==> src/rtl/lcd_bus_ctrl_pkg.sv <==
// Shared encodings for the HD44780 bus engine: FSM states, init ROM and command constants.
// Also holds the helper that picks the long execution wait for clear/home.
package lcd_pkg;

  typedef enum logic [2:0] {
    POWERUP,
    INIT_LOAD,
    IDLE,
    SETUP,
    EPULSE,
    HOLD,
    EXEC_WAIT
  } lcd_state_e;

  localparam int INIT_LEN = 6;

  localparam logic [7:0] CMD_CLEAR     = 8'h01;
  localparam logic [6:0] CMD_HOME_MASK = 7'b0000001;
  localparam logic [7:0] FUNCSET       = 8'h38;
  localparam logic [7:0] DISPON        = 8'h0C;
  localparam logic [7:0] ENTRYMODE     = 8'h06;

  function automatic logic [7:0] init_rom(input logic [2:0] idx);
    case (idx)
      3'd0, 3'd1, 3'd2: init_rom = FUNCSET;
      3'd3:             init_rom = DISPON;
      3'd4:             init_rom = CMD_CLEAR;
      3'd5:             init_rom = ENTRYMODE;
      default:          init_rom = 8'h00;
    endcase
  endfunction

  // Clear and return-home take far longer inside the LCD than any other command.
  function automatic logic is_slow_cmd(input logic rs, input logic [7:0] db);
    is_slow_cmd = !rs && ((db == CMD_CLEAR) || (db[7:1] == CMD_HOME_MASK));
  endfunction

  function automatic int max2(input int a, input int b);
    max2 = (a > b) ? a : b;
  endfunction

endpackage

==> src/rtl/lcd_bus_ctrl_if.sv <==
// Byte handshake between the register block (master) and the LCD bus engine (slave).
// A byte transfers on any cycle where wr_valid and wr_ready are both high.
interface lcd_bus_ctrl_if;
  logic       wr_valid;
  logic       wr_ready;
  logic       wr_rs;
  logic [7:0] wr_data;

  modport master (output wr_valid, output wr_rs, output wr_data, input wr_ready);
  modport slave  (input wr_valid, input wr_rs, input wr_data, output wr_ready);
endinterface

==> src/rtl/lcd_bus_ctrl_delay_cnt.sv <==
// Load/done down-counter: a load of L keeps done low for L-1 cycles, high on the L-th.
// Saturates at zero so it can never wrap.
module lcd_delay_cnt #(
  parameter int W = 8
) (
  input  logic         clk,
  input  logic         load,
  input  logic [W-1:0] load_val,
  output logic         done
);

  logic [W-1:0] value;

  always_ff @(posedge clk) begin
    if (load)
      value <= load_val;
    else if (value != '0)
      value <= value - W'(1);
  end

  assign done = (value <= W'(1));

endmodule

==> src/rtl/lcd_bus_ctrl.sv <==
// HD44780 write-only bus engine: autonomous power-up init, then one byte per valid/ready accept.
// Accept at N puts rs/db on the bus at N+1; ready stays low until the byte's execution wait ends.
module lcd_bus_ctrl
  import lcd_pkg::*;
#(
  parameter int T_POWERUP = 4000000,
  parameter int T_SETUP   = 4,
  parameter int T_EPW     = 50,
  parameter int T_HOLD    = 4,
  parameter int T_EXEC    = 4000,
  parameter int T_CLR     = 160000
) (
  input  logic                Bus2IP_Clk,
  input  logic                Bus2IP_Reset,
  lcd_bus_ctrl_if.slave       wr,
  output logic                init_done,
  output logic                lcd_e,
  output logic                lcd_rs,
  output logic                lcd_rw,
  output logic [7:0]          lcd_db
);

  localparam int T_MAX = max2(max2(max2(T_POWERUP, T_SETUP), max2(T_EPW, T_HOLD)),
                              max2(T_EXEC, T_CLR));
  localparam int CW    = $clog2(T_MAX + 1);

  lcd_state_e    state;
  logic [2:0]    idx;
  logic          ready_q;
  logic          accept;
  logic          cnt_load;
  logic [CW-1:0] cnt_val;
  logic          cnt_done;

  assign accept      = ready_q && wr.wr_valid;
  assign wr.wr_ready = ready_q;
  assign lcd_rw      = 1'b0;

  // Each timed state loads its own duration on the cycle it is entered.
  always_comb begin
    cnt_load = 1'b0;
    cnt_val  = CW'(T_POWERUP);
    if (Bus2IP_Reset) begin
      cnt_load = 1'b1;
    end else begin
      case (state)
        INIT_LOAD: begin
          cnt_load = 1'b1;
          cnt_val  = CW'(T_SETUP);
        end
        IDLE: begin
          cnt_load = accept;
          cnt_val  = CW'(T_SETUP);
        end
        SETUP: begin
          cnt_load = cnt_done;
          cnt_val  = CW'(T_EPW);
        end
        EPULSE: begin
          cnt_load = cnt_done;
          cnt_val  = CW'(T_HOLD);
        end
        HOLD: begin
          cnt_load = cnt_done;
          cnt_val  = is_slow_cmd(lcd_rs, lcd_db) ? CW'(T_CLR) : CW'(T_EXEC);
        end
        default: ;
      endcase
    end
  end

  lcd_delay_cnt #(.W(CW)) u_delay (
    .clk      (Bus2IP_Clk),
    .load     (cnt_load),
    .load_val (cnt_val),
    .done     (cnt_done)
  );

  always_ff @(posedge Bus2IP_Clk) begin
    if (Bus2IP_Reset) begin
      state     <= POWERUP;
      idx       <= 3'd0;
      init_done <= 1'b0;
      ready_q   <= 1'b0;
      lcd_e     <= 1'b0;
      lcd_rs    <= 1'b0;
      lcd_db    <= 8'h00;
    end else begin
      case (state)
        POWERUP: if (cnt_done) state <= INIT_LOAD;
        INIT_LOAD: begin
          lcd_rs <= 1'b0;
          lcd_db <= init_rom(idx);
          state  <= SETUP;
        end
        IDLE: if (accept) begin
          lcd_rs  <= wr.wr_rs;
          lcd_db  <= wr.wr_data;
          ready_q <= 1'b0;
          state   <= SETUP;
        end
        SETUP: if (cnt_done) begin
          lcd_e <= 1'b1;
          state <= EPULSE;
        end
        EPULSE: if (cnt_done) begin
          lcd_e <= 1'b0;
          state <= HOLD;
        end
        HOLD: if (cnt_done) state <= EXEC_WAIT;
        EXEC_WAIT: if (cnt_done) begin
          if (init_done) begin
            ready_q <= 1'b1;
            state   <= IDLE;
          end else if (idx == 3'(INIT_LEN - 1)) begin
            init_done <= 1'b1;
            ready_q   <= 1'b1;
            state     <= IDLE;
          end else begin
            idx   <= idx + 3'd1;
            state <= INIT_LOAD;
          end
        end
        default: state <= POWERUP;
      endcase
    end
  end

endmodule

==> src/flat_wrapper.sv <==
// flat-port wrapper written by rule: the top's interface ports become plain ports
module lcd_bus_ctrl_flat import lcd_pkg::*;
#(
  parameter int T_POWERUP = 4000000,
  parameter int T_SETUP   = 4,
  parameter int T_EPW     = 50,
  parameter int T_HOLD    = 4,
  parameter int T_EXEC    = 4000,
  parameter int T_CLR     = 160000
)
  (Bus2IP_Clk, Bus2IP_Reset, init_done, lcd_e, lcd_rs, lcd_rw, lcd_db, wr_wr_valid, wr_wr_rs, wr_wr_data, wr_wr_ready);
  lcd_bus_ctrl_if wr_i ();
  input  logic Bus2IP_Clk;
  input  logic Bus2IP_Reset;
  output logic init_done;
  output logic lcd_e;
  output logic lcd_rs;
  output logic lcd_rw;
  output logic [7:0] lcd_db;
  input wire logic [$bits(wr_i.wr_valid)-1:0] wr_wr_valid;
  input wire logic [$bits(wr_i.wr_rs)-1:0] wr_wr_rs;
  input wire logic [$bits(wr_i.wr_data)-1:0] wr_wr_data;
  output wire logic [$bits(wr_i.wr_ready)-1:0] wr_wr_ready;
  assign wr_i.wr_valid = wr_wr_valid;
  assign wr_i.wr_rs = wr_wr_rs;
  assign wr_i.wr_data = wr_wr_data;
  assign wr_wr_ready = wr_i.wr_ready;
  lcd_bus_ctrl #(.T_POWERUP(T_POWERUP), .T_SETUP(T_SETUP), .T_EPW(T_EPW), .T_HOLD(T_HOLD), .T_EXEC(T_EXEC), .T_CLR(T_CLR)) u_core (.Bus2IP_Clk(Bus2IP_Clk), .Bus2IP_Reset(Bus2IP_Reset), .wr(wr_i), .init_done(init_done), .lcd_e(lcd_e), .lcd_rs(lcd_rs), .lcd_rw(lcd_rw), .lcd_db(lcd_db));
endmodule
==> config.mk <==
export PLATFORM = sky130hd
export DESIGN_NAME = lcd_bus_ctrl_flat
export DESIGN_NICKNAME = d
export VERILOG_FILES = /design/src/rtl/lcd_bus_ctrl_pkg.sv /design/src/rtl/lcd_bus_ctrl_if.sv /design/src/rtl/lcd_bus_ctrl_delay_cnt.sv /design/src/rtl/lcd_bus_ctrl.sv /design/src/flat_wrapper.sv
export SDC_FILE = /design/constraint.sdc
export NUM_CORES = 1
export LEC_CHECK = 0
export BUFFER_PORTS_ARGS = -buffer_cell sky130_fd_sc_hd__buf_4
export CORE_UTILIZATION = 53
export CTS_CLUSTER_DIAMETER = 60
export CTS_CLUSTER_SIZE = 24
export DETAILED_ROUTE_END_ITERATION = 10
export HOLD_SLACK_MARGIN = 0.15
export MAX_ROUTING_LAYER = met4
export PLACE_DENSITY = 0.86
export REMOVE_ABC_BUFFERS = 1
export SLEW_MARGIN = 10
export SYNTH_ARGS = -nofsm -noshare
export SYNTH_HDL_FRONTEND = slang
export SYNTH_HIERARCHICAL = 1
export SYNTH_SLANG_ARGS = --single-unit
==> constraint.sdc <==
create_clock -name Bus2IP_Clk -period 3.8 [get_ports Bus2IP_Clk]
set_clock_uncertainty 0.05 [all_clocks]
set_input_delay 0.38 -clock Bus2IP_Clk [delete_from_list [all_inputs] [get_ports Bus2IP_Clk]]
set_output_delay 0.38 -clock Bus2IP_Clk [all_outputs]
set_load 0.02 [all_outputs]
After elaboration in Yosys (flattened, before gate mapping)
Cells that the tools add are included.
{"block": "word_totals", "word_cells": 84, "out_inout_bits": 13, "register_bits": 40, "in_bits": 12}
{"block": "op_classes", "n_reduce_logical": 20, "n_eq_ne": 20, "add_sub_neg": 2, "bitwise_logic": 2, "mux": 31, "magnitude_cmp": 1}
{"operator": "2-to-1 mux 22 bit", "count": 3}
{"operator": "case mux 22 bit (3 select lines)", "count": 1}
{"operator": "case mux 6 bit (4 select lines)", "count": 1}
{"operator": "less-or-equal comparator 22 x 1 -> 1 bit, second input constant", "count": 1}
{"operator": "nonzero test 22 bit", "count": 1}
{"operator": "subtractor 22 x 1 -> 22 bit, second input constant", "count": 1}
{"operator": "2-to-1 mux 3 bit", "count": 7}
{"operator": "case mux 3 bit (7 select lines)", "count": 1}
{"operator": "2-to-1 mux 18 bit", "count": 1}
{"operator": "case mux 8 bit (2 select lines)", "count": 1}
{"operator": "== test 3 bit, second input constant", "count": 5}
{"operator": "== test 3 x 2 -> 1 bit, second input constant", "count": 4}
{"operator": "inequality test 2 x 1 -> 1 bit, second input constant", "count": 6}
{"operator": "2-to-1 mux 1 bit", "count": 10}
{"operator": "OR reduction 3 bit", "count": 3}
{"operator": "== test 8 x 1 -> 1 bit, second input constant", "count": 1}
{"operator": "2-to-1 mux 8 bit", "count": 1}
{"operator": "AND reduction 4 bit", "count": 2}
{"operator": "nonzero test 2 bit", "count": 4}
{"operator": "== test 7 x 1 -> 1 bit, second input constant", "count": 1}
{"operator": "== test 3 x 1 -> 1 bit, second input constant", "count": 2}
{"operator": "logical NOT 3 bit", "count": 2}
{"operator": "case mux 1 bit (2 select lines)", "count": 3}
{"operator": "AND reduction 6 bit", "count": 1}
{"operator": "other kinds (10)", "count": 13}

Longest topological paths before layout
{"block": "logic_depth", "ltp_word": 7, "mapped_depth": 13, "mapped_depth_nobuf": 11}

Cells and area by module
Netlist, hierarchy kept.
{"module": "lcd_delay_cnt", "area_per_inst_um2": 1425.1, "cells_each": 144, "seq_area_each_um2": 660.6, "instances": 1}
{"module": "lcd_bus_ctrl", "area_per_inst_um2": 1134.8, "cells_each": 136, "seq_area_each_um2": 360.3, "instances": 1}

Least setup slack after synthesis
No wires, ideal clock.
{"block": "synth_timing", "kind": "reg2reg", "startpoint": "reg u_core.u_delay.value[10]", "endpoint": "reg u_core.u_delay.value[0] (enable)", "setup_ns": 0.383, "t_required_ns": 3.367, "t_arrival_ns": 3.254, "n_path_buf": 4, "slack_ns": 0.113, "synth_period_minus_slack_ns": 3.687, "path_stages_with_launch": 11, "cell_sequence": "edfxtp_1 -> or4_1 -> nor4_1 -> and3_1 -> buf_4 -> inv_1 -> o21ai_0 -> clkbuf_1 -> clkbuf_1 -> clkbuf_1 -> nand3b_1"}
{"block": "synth_between", "elab_chain_cells": 4, "word_cells_on_any_way": 5, "cone_classes": "1 x order compare; 2 x mux; 2 x reduce/logical"}
{"item": "start, declared", "line": "lcd_bus_ctrl_delay_cnt.sv:12", "source": "logic [W-1:0] value;"}
{"item": "start signal, assigned", "line": "lcd_bus_ctrl_delay_cnt.sv:16", "source": "value <= load_val;"}
{"item": "start signal, assigned", "line": "lcd_bus_ctrl_delay_cnt.sv:18", "source": "value <= value - W'(1);"}
{"item": "less-or-equal comparator 22 x 1 -> 1 bit", "line": "lcd_bus_ctrl_delay_cnt.sv:21", "source": "assign done = (value <= W'(1));"}
{"item": "via u_core.cnt_done", "line": "lcd_bus_ctrl.sv:33", "source": "logic cnt_done;"}
{"item": "case mux 1 bit (3 select lines)", "line": "lcd_bus_ctrl.sv:46", "source": "case (state)"}
{"item": "2-to-1 mux 1 bit", "line": "lcd_bus_ctrl.sv:43", "source": "if (Bus2IP_Reset) begin"}
{"item": "via u_core.cnt_load", "line": "lcd_bus_ctrl.sv:31", "source": "logic cnt_load;"}
{"item": "nonzero test 2 bit (no line)"}
The timed path passes the listed nets, and every way through them passes these cells.
A chain may end at the register's enable or synchronous reset.

Worst setup path in the final report
{"block": "layout_timing", "startpoint": "reg u_core.u_delay.value[10]", "endpoint": "reg u_core.u_delay.value[14], data pin"}
{"block": "layout_between", "elab_chain_cells": 4, "word_cells_on_any_way": 6, "cone_classes": "1 x add/sub; 1 x order compare; 4 x mux"}
{"item": "less-or-equal comparator 22 x 1 -> 1 bit", "line": "lcd_bus_ctrl_delay_cnt.sv:21"}
{"item": "via u_core.cnt_done", "line": "lcd_bus_ctrl.sv:33"}
{"item": "case mux 1 bit (3 select lines)", "line": "lcd_bus_ctrl.sv:46"}
{"item": "2-to-1 mux 1 bit", "line": "lcd_bus_ctrl.sv:43"}
{"item": "via u_core.cnt_load", "line": "lcd_bus_ctrl.sv:31"}
{"item": "2-to-1 mux 22 bit", "line": "lcd_bus_ctrl_delay_cnt.sv:15", "source": "if (load)"}
The timed path passes the listed nets, and every way through them passes these cells. The select of a mux whose other input is x is not followed.

==> out/metrics.csv <==
metric,value,unit
critical path class,flop to flop,
final cell count without fillers,357,
total gr overflow,0,
antenna violations before repair,0,
critical path required time,3810,ps
register-to-register setup slack,730,ps
Worst-path clk slew,80,ps
Mean Syn Cell Area,9.14,µm²
cells taking the most area after synthesis,"edfxtp_1, dfxtp_1, nand2_1",
Core Area,0.00450,mm²
overall global routing resource usage,0.236,
1st-pass router iterations,4,
Sink Count,40,
Die H,71.5,µm
pwr/cell area,408,mW/mm²
Initial Util,0.568,
largest family of logic cells by synthesized area,simple AND/OR/NAND/NOR gates,
DP Wirelength,3700,µm
CTS tree,done,
CTS root buf,clkbuf_8,
cells after synthesis,280,
die area,0.00511,mm²
Detail Route Antenna Nets,0,
vias in the first global route,1947,
routed vias,2126,
CP arrival,3080,ps
worst-path fanout max,10,
Reg-to-Reg End,u_core/u_delay/value[14],
Hold Path Origin,wr_wr_data[6],
largest net degree at the start of global routing,25,
Mapped Area,0.00256,mm²
CTS resizes,0,
Simple-Gate Fraction of Synth Area,0.277,
number of max-cap violations,0,
Antenna Diode Count,0,
Worst setup startpoint,u_core/u_delay/value[10],
Peak supply drop,0.000267,V
final worst slack,726,ps
sequential share of the synthesized area,0.399,
first-pass GRT wire length,9130,µm
Num CTS Buffers,5,
Iteration-0 DRC Markers,165,
Synth Area in Compound Gates,0.173,
main flop type after synthesis,edfxtp_1,
drt drc,0,
R2R depth,9,
Fmax,325,MHz
Die Span X,71.5,µm
multiplexer share of the synthesized area,0.0156,
layout cells sized above 1,0.180,
wire per inst,14.8,µm
dpl cells,349,
clk buf depth,2,
period utilization,0.809,
# setup viols final,0,
Yosys top cell by area,edfxtp_1,
Synth Area in XOR/XNOR,0.0479,
crit path capture type,flop,
"Distinct cells, synth",64,
worst r2r src,u_core/u_delay/value[10],
Post-Synth Adder-Cell Area,0.0342,
unrepaired setup endpoints after global routing,false,
Worst Hold End,u_core/lcd_db[6],
Post-Route WL,5270,µm
Seq cells post-synth,40,
most frequent cell after synthesis,nand2_1,
Max-Slew Margin vs Limit,0.504,
Post-CTS Hold Fix Bufs,0,
vias per inst,5.96,
CTS H-tree lvls,2,
Final Hold Fails,0,
asr flop ratio synth,0,
worst hold path type,input port to flop,
setup TNS,0,ps
Area growth syn-to-layout,12.9,%
Hold Path Stages,2,
top post-synthesis cells by count,"nand2_1, edfxtp_1, nor2_1",
"Slew Viols, Final",0,
IO buf count,23,
outcome,completed,
crit path launch type,flop,
post-synth top area share,0.258,
num rows,24,
Period minus WS final,3070,ps
Post-CTS Setup Bufs,0,
Yosys Warn Count,6,
latest clock arrival within the worst-skew pair,300,ps
worst slew pin tran,737,ps
I/O pin cnt,25,
nets@finish,323,
Post-synth EDFFs,22,
Placer Congestion,0.809,
Place WS,734,ps
static leakage,1.06,nW
sequential cells by signal, indices dropped and copies added, names as in the netlist:
register              cells
u_core/idx                3
u_core/u_delay/value     22
u_core/lcd_rs             1
u_core/wr.wr_ready        1
u_core/state              3
u_core/lcd_db             8
u_core/lcd_e              1
u_core/init_done          1
critical path: stages, from the launching register on:
cell and delay (ps):
edfxtp_1 430, or4_1 610, nor4_1 370, and3_1 230, buf_4 170, inv_1 60, o21ai_2 320, buf_4 230
nor2b_1 50, a221o_1 300
worst max path at each step:
stage                               end  cells past startpoint
3_3_place_gp   u_core/u_delay/value[14]                      9
4_1_cts        u_core/u_delay/value[14]                      9
6_report       u_core/u_delay/value[14]                      9
5_1_grt        u_core/u_delay/value[14]                     10
3_5_place_dp   u_core/u_delay/value[14]                      9
2_1_floorplan   u_core/u_delay/value[0]                      6
metrics by stage:
step	area (µm²)	hold WS (ps)	util	power, mW
4_1_cts	2890	236	0.642	1.18
2_1_floorplan	2480	392	-	0.762
5_1_grt	2890	226	0.642	1.24
3_3_place_gp	2780	431	0.617	0.838
6_report	2890	240	0.642	1.18
3_5_place_dp	2780	436	0.617	0.849
logic make-up after synthesis:
kind of cell | count (synthesis)
AO/OA/AOI/OAI | 65
XOR/XNOR | 14
adder cells (fa/ha/maj) | 7
buffers and inverters | 28
flip-flops | 40
multiplexers | 4
other | 1
AND/OR/NAND/NOR | 121
per-layer routing:
| metal | global-route usage | wire (µm) | share of wire |
|---|---|---|---|
| met5 | - | 0 | 0 |
| met4 | 0.0763 | 48 | 0.0091 |
| met3 | 0.0577 | 259 | 0.049 |
| met2 | 0.357 | 2560 | 0.48 |
| met1 | 0.315 | 2410 | 0.46 |
layout make-up:
type	count	area, µm²
Clock inverter	1	3.75
Clock buffer	7	108
Sequential cell	40	1020
Tap cell	52	65.1
Timing Repair Buffer	31	233
Fill cell	359	1610
Multi-Input combinational cell	216	1420
Inverter	10	37.5
cell usage in the layout, fill, tap and decap left out, types with 3 or more instances in the layout:
cell type  Yosys  routed
buf_4          3      31
nand2_1       31      31
nor2_1        22      22
edfxtp_1      22      22
dfxtp_1       18      18
o21ai_0       18      17
nor3_1        10      10
a21oi_1       10      10
inv_1          9       9
nor4_1         9       9
xnor2_1        8       8
ha_1           7       7
clkbuf_8       0       6
nor2b_1        6       6
nand3_1        6       6
xor2_1         6       6
conb_1         1       5
nand2b_1       4       4
a311oi_1       4       4
mux2i_1        4       4
nand4_1        4       4
or4_1          4       4
a22o_1         3       3
o21ai_1        3       3
power breakdown:
part,internal [mW],switching (mW)
logic,0.126,0.147
clock network,0.185,0.147
registers,0.510,0.0650
total,0.821,0.359
Power figures use the tool's default switching activity.
